File: src/rtl/brcomp_pkg.sv
// Shared types for the iterative branch/magnitude comparator.
package brcomp_pkg;

  typedef enum logic [1:0] {ST_IDLE, ST_SCAN, ST_DONE} brcomp_state_e;

  typedef struct packed {
    logic lt;
    logic eq;
    logic gt;
  } brcomp_flags_t;

  function automatic int unsigned idx_width(input int unsigned n);
    return (n > 1) ? $clog2(n) : 1;
  endfunction

endpackage

File: src/rtl/brcomp_iter_cmp_chunk.sv
// Combinational unsigned compare of one operand chunk.
module cmp_chunk #(
  parameter int unsigned CHUNK = 4
) (
  input  logic [CHUNK-1:0] a,
  input  logic [CHUNK-1:0] b,
  output logic             lt,
  output logic             eq,
  output logic             gt
);

  always_comb begin
    lt = (a < b);
    eq = (a == b);
    gt = (a > b);
  end

endmodule

File: src/rtl/brcomp_iter.sv
// Iterative comparator: scans CHUNK bits per cycle from the MSB end, stopping
// at the first unequal chunk. Signed operands are compared as offset binary.
module brcomp_iter
  import brcomp_pkg::*;
#(
  parameter  int unsigned WIDTH  = 32,
  parameter  int unsigned CHUNK  = 4,
  localparam int unsigned NCHUNK = WIDTH / CHUNK,
  localparam int unsigned IDXW   = idx_width(NCHUNK)
) (
  input  logic            clk_i,
  input  logic            rst_i,
  input  logic            req_valid_i,
  output logic            req_ready_o,
  input  logic [WIDTH-1:0] rs1_data_i,
  input  logic [WIDTH-1:0] rs2_data_i,
  input  logic            br_unsigned_i,
  output logic            resp_valid_o,
  input  logic            resp_ready_i,
  output logic            br_less_o,
  output logic            br_equal_o,
  output logic            br_greater_o,
  output logic [IDXW:0]   cycles_o
);

  if (CHUNK < 1 || CHUNK > WIDTH || (WIDTH % CHUNK) != 0) begin : g_bad_param
    $error("brcomp_iter: WIDTH must be a nonzero multiple of CHUNK");
  end

  brcomp_state_e  state_q, state_d;
  logic [WIDTH-1:0] a_q, b_q, sign_mask;
  logic [IDXW-1:0]  idx_q;
  logic [IDXW:0]    cnt_q;
  brcomp_flags_t    flags_q;
  logic             resp_valid_q;
  logic [CHUNK-1:0] a_chunk, b_chunk;
  logic             c_lt, c_eq, c_gt;
  logic             accept, last_chunk, scan_end, resp_take;

  // Flipping both MSBs maps two's complement onto offset binary, so a plain
  // unsigned chunk compare yields the signed ordering.
  always_comb begin
    sign_mask            = '0;
    sign_mask[WIDTH-1]   = ~br_unsigned_i;
  end

  always_comb begin
    a_chunk = '0;
    b_chunk = '0;
    for (int unsigned i = 0; i < NCHUNK; i++) begin
      if (idx_q == IDXW'(i)) begin
        a_chunk = a_q[i*CHUNK +: CHUNK];
        b_chunk = b_q[i*CHUNK +: CHUNK];
      end
    end
  end

  cmp_chunk #(.CHUNK(CHUNK)) u_cmp_chunk (
    .a  (a_chunk),
    .b  (b_chunk),
    .lt (c_lt),
    .eq (c_eq),
    .gt (c_gt)
  );

  always_comb begin
    accept     = (state_q == ST_IDLE) && req_valid_i;
    last_chunk = (idx_q == '0);
    scan_end   = (state_q == ST_SCAN) && (!c_eq || last_chunk);
    resp_take  = resp_valid_q && resp_ready_i;
  end

  always_comb begin
    state_d = state_q;
    case (state_q)
      ST_IDLE: if (req_valid_i) state_d = ST_SCAN;
      ST_SCAN: if (!c_eq || last_chunk) state_d = ST_DONE;
      ST_DONE: if (resp_take) state_d = ST_IDLE;
      default: state_d = ST_IDLE;
    endcase
  end

  // resp_valid is registered off DONE, adding one cycle after the final scan.
  always_ff @(posedge clk_i) begin
    if (rst_i) begin
      state_q      <= ST_IDLE;
      resp_valid_q <= 1'b0;
      flags_q      <= '0;
      cnt_q        <= '0;
      idx_q        <= '0;
      a_q          <= '0;
      b_q          <= '0;
    end else begin
      state_q      <= state_d;
      resp_valid_q <= (state_q == ST_DONE) && !resp_take;
      if (accept) begin
        a_q   <= rs1_data_i ^ sign_mask;
        b_q   <= rs2_data_i ^ sign_mask;
        idx_q <= IDXW'(NCHUNK - 1);
        cnt_q <= '0;
      end
      if (state_q == ST_SCAN) begin
        cnt_q <= cnt_q + 1'b1;
        if (!last_chunk) idx_q <= idx_q - 1'b1;
      end
      if (scan_end) begin
        flags_q <= '{lt: c_lt, eq: c_eq, gt: c_gt};
      end
    end
  end

  always_comb begin
    req_ready_o  = (state_q == ST_IDLE);
    resp_valid_o = resp_valid_q;
    br_less_o    = flags_q.lt;
    br_equal_o   = flags_q.eq;
    br_greater_o = flags_q.gt;
    cycles_o     = cnt_q;
  end

endmodule
File: config.mk
export PLATFORM = sky130hd
export DESIGN_NAME = brcomp_iter
export DESIGN_NICKNAME = d
export VERILOG_FILES = /design/src/rtl/brcomp_pkg.sv /design/src/rtl/brcomp_iter_cmp_chunk.sv /design/src/rtl/brcomp_iter.sv
export SDC_FILE = /design/constraint.sdc
export NUM_CORES = 1
export LEC_CHECK = 0
export CORE_MARGIN = 3
export CORE_UTILIZATION = 30
export CTS_BUF_LIST = sky130_fd_sc_hd__clkbuf_4 sky130_fd_sc_hd__clkbuf_8
export CTS_CLUSTER_DIAMETER = 50
export DETAILED_ROUTE_END_ITERATION = 7
export GPL_ROUTABILITY_DRIVEN = 0
export PLACE_DENSITY = 0.66
export SYNTH_ARGS = -nofsm -noshare
export SYNTH_HDL_FRONTEND = slang
export SYNTH_SLANG_ARGS = --single-unit
export TNS_END_PERCENT = 100
File: constraint.sdc
create_clock -name clk_i -period 2.42 [get_ports clk_i]
set_clock_uncertainty 0.15 [all_clocks]
set_input_delay 0.605 -clock clk_i [delete_from_list [all_inputs] [get_ports clk_i]]
set_output_delay 0.605 -clock clk_i [all_outputs]
set_load 0.005 [all_outputs]
==> flow_summary_export.csv <==
group,metric,value,unit
setup_path,worstPathArrival,2660,ps
sta,setup_ws,-96.87,ps
cts,cts_tree,"done",
detailed_routing,drc,0,
cts,cts_sinks,77,
cts,insertion_delay,350,ps
placement,port-buffer-count,77,
global_routing,track_usage,15.28,%
sta,min_period,2517,ps
setup_path,cp-start-kind,"flop",
yosys,syn_nets,563,
yosys,ys_types,32,
cells_and_area,layout_common_cells,"nand2_1 (168), a21oi_1 (88), clkdlybuf4s50_1 (76), dfxtp_1 (75), buf_4 (20)",
setup_path,cp_slowest_cell,"dfxtp_2",
power,total_leakage_power,1.799,nW
setup_path,required,2560,ps
cells_and_area,layout_commonest_cell,"nand2_1",
placement,hpwl,7071,um
detailed_routing,via_per_inst,4.880,
setup_path,r2r_cells,11,
detailed_routing,drt_iter0_markers,275,
detailed_routing,ant_nets,0,
setup_path,r2r_end,"br_less_o$_SDFFE_PP0P_",
min_path,hold_path.class,"flop to flop",
global_routing,grt_overflow_total,0,
setup_path,worstSetupPathType,"flop to flop",
setup_path,cp_cell_sequence,"inv_2 > ha_4 > bufbuf_16 > o211ai_1 > a21oi_1 > a31oi_1 > ha_1 > nand4_1 > o21ai_2 > or3_1 > a21oi_1",
sta,slew_viol_final,0,
detailed_routing,drt_wl_total,9854,um
sta,tightest_slew,555.5,ps
power,netSwitchingPower,1.152,mW
cells_and_area,final_nets,646,
global_routing,grt_max_degree,73,
detailed_routing,vias,3489,
floorplan,rows,39,
cts,clkSlewWorstSetupHoldPaths,90,ps
floorplan,die_y,114.5,um
cells_and_area,area_growth_syn_to_layout,40.25,%
sta,relSlewSlack,62.91,%
yosys,yosys_warnings,0,
yosys,yosysTopAreaCell,"dfxtp_1",
cells_and_area,antenna_cells,0,
floorplan,die_area,0.01312,mm2
yosys,synth_seq_area_share,43.61,%
yosys,ys_top_cells_by_area,"dfxtp_1 (44%), nand2_1 (18%), a21oi_1 (13%)",
yosys,avgSynthCellArea,7.303,um2
sta,finalSetupViolations,2,
detailed_routing,dr.pass1.iters,5,
power,vdd_drop_max,319.8,uV
floorplan,initial_core_util,30.82,%
sta,max_freq,0.3973,GHz
sta,period_share,104.0,%
power,p_int,2.470,mW
yosys,syn_area,0.003535,mm2
cts,root_buffer,"clkbuf_8",
setup_path,critPathLaunch,"idx_q[1]$_SDFF_PP0_",
global_routing,antenna_found_initial,0,
setup_path,critPathCaptureType,"flop",
power,power.density,730.5,mW/mm2
sta,rsz0062_at_grt,"true",
floorplan,die_x,114.5,um
setup_path,r2r-start,"idx_q[1]$_SDFF_PP0_",
setup_path,endpoint,"br_less_o$_SDFFE_PP0P_",
power,fin_total_pwr,3.621,mW
global_routing,grt_pass1_vias,3379,
floorplan,core,0.01147,mm2
setup_path,crit_top_cell,"a21oi_1",
setup_path,cp_slowest_stage_delay,360,ps
outcome,status,"finished, violations left",
sta,fin_setup_tns,-146.0,ps
cts,cts_buffers,9,
sta,hold_viol,0,
global_routing,grt_first_pass_wirelength,16130,um
detailed_routing,drt-wirelength-per-cell,13.78,um
cts,h-tree-depth,3,
yosys,postSynthCellCount,484,
power,pwr-share-clk,26.5,%
power,swShare,31.81,%
power,pwr-share-seq,41.1,%
power,pwr-share-comb,32.5,%
cts,clk_path_buf_depth,2,
floorplan,io_pins,78,
setup_path,crit_fanout,13,
yosys,ys_ff_latch,77,
setup_path,r2r_slack,-100,ps
job,max_cap_violations,0,
yosys,yosysTopAreaCellShare,43.61,%
cells_and_area,drive_gt1_share,12.94,%
outcome,violations,"negative setup slack",
[synthesized netlist by cell type]
library cell	n
a211oi_1	2
a21oi_1	91
a221oi_1	4
a31oi_1	9
and2b_2	2
and4_1	1
buf_1	2
buf_2	11
buf_4	4
clkbuf_1	19
dfxtp_1	77
ha_1	10
inv_1	10
mux2i_1	4
nand2_1	170
nand2b_1	6
nand3_1	1
nand3b_1	8
nand4_1	2
nor2_1	12
nor2_2	1
nor2b_1	4
nor3_1	8
nor3b_2	1
nor4_1	1
o211ai_1	4
o21ai_0	11
o21ai_2	1
o21bai_1	1
o22ai_1	4
or3_1	1
xnor2_1	2
[final cells by class]
cell class,count,area (um2)
clock buffers,14,186.4
clock inverters,2,15.01
fillers,1140,6510
inverters,10,40.04
multi-input cells,361,1891
flip-flops and latches,77,1546
well taps,143,178.9
repair buffers,108,1100
[metal layers]
metal / track usage [%] / part of all wire [%]
met1: 20.29 / 46
met2: 24.41 / 46
met3: 3.753 / 6.0
met4: 4.751 / 1.3
met5: 0 / 0
[critical path: cells and delay by family (launching register included)]
family | cells | cell delay [ps]
AO/OA/AOI/OAI | 5 | 690
AND/OR/NAND/NOR | 2 | 470
adder cells (fa/ha/maj) | 2 | 470
flip-flops | 1 | 360
buffers and inverters | 2 | 340
[timing repair]
| item | in CTS | in global routing |
|---|---|---|
| hold buffers | 0 | 0 |
| pin swaps | 17 | 6 |
| gates resized for setup | 27 | 11 |
| setup buffers | 3 | 1 |
| cloned | 1 | 0 |
| setup endpoints to repair | 4 | 5 |
[cells by family (layout without fill, tap and decap cells)]
group	count (synthesis)	after routing	share of synthesized area (%)
AOI/OAI and AO/OA	127	127	19.47
adders and majority gates	10	10	3.540
and+or+nand+nor	218	218	26.05
xor gates and xnor gates	2	2	0.4957
DFF	77	77	43.61
muxes	4	4	1.133
buffers and inverters	46	134	5.699
[power by group through the flow]
stage | Sequential (mW) | Combinational (mW) | Clock, mW
finish | 1.49 | 1.18 | 0.959
detailed placement | 1.51 | 1.02 | 0
global placement | 1.51 | 0.992 | 0
CTS | 1.49 | 1.12 | 0.985
global route | 1.50 | 1.30 | 1.05
floorplan | 1.47 | 0.653 | 0
[sequential cells by signal (all words and copies together) (netlist names)]
| name | count |
|---|---|
| a_q | 32 |
| b_q | 32 |
| cycles_o | 4 |
| idx_q | 3 |
| state_q | 2 |
| br_equal_o | 1 |
| br_greater_o | 1 |
| br_less_o | 1 |
| resp_valid_o | 1 |
[through the flow]
step | cell area, um2 | utilization (%) | cells | hold slack (ps) | setup WS (ps)
detailed placement | 4576 | 39.90 | 694 | 296.8 | -194.1
finish | 4957 | 43.23 | 715 | 307.8 | -96.87
global route | 4957 | 43.23 | 715 | 324.6 | -225.9
global placement | 4576 | 39.90 | 694 | 294.5 | -113.1
CTS | 4927 | 42.97 | 714 | 308.2 | -62.62
floorplan | 3548 | - | 484 | 281.2 | 1.876
[worst min-delay path by stage]
| stage | to | startpoint | slack, ps | cells after the start |
|---|---|---|---|---|
| 6_report | a_q[27]$_SDFFE_PP0P_ | a_q[27]$_SDFFE_PP0P_ | 310 | 2 |
| 4_1_cts | a_q[25]$_SDFFE_PP0P_ | a_q[25]$_SDFFE_PP0P_ | 310 | 2 |
| 2_1_floorplan | a_q[8]$_SDFFE_PP0P_ | a_q[8]$_SDFFE_PP0P_ | 280 | 2 |
| 3_3_place_gp | a_q[27]$_SDFFE_PP0P_ | a_q[27]$_SDFFE_PP0P_ | 290 | 2 |
| 5_1_grt | a_q[26]$_SDFFE_PP0P_ | a_q[26]$_SDFFE_PP0P_ | 320 | 2 |
| 3_5_place_dp | a_q[7]$_SDFFE_PP0P_ | a_q[7]$_SDFFE_PP0P_ | 300 | 2 |
(Power assumes the default switching activity.)
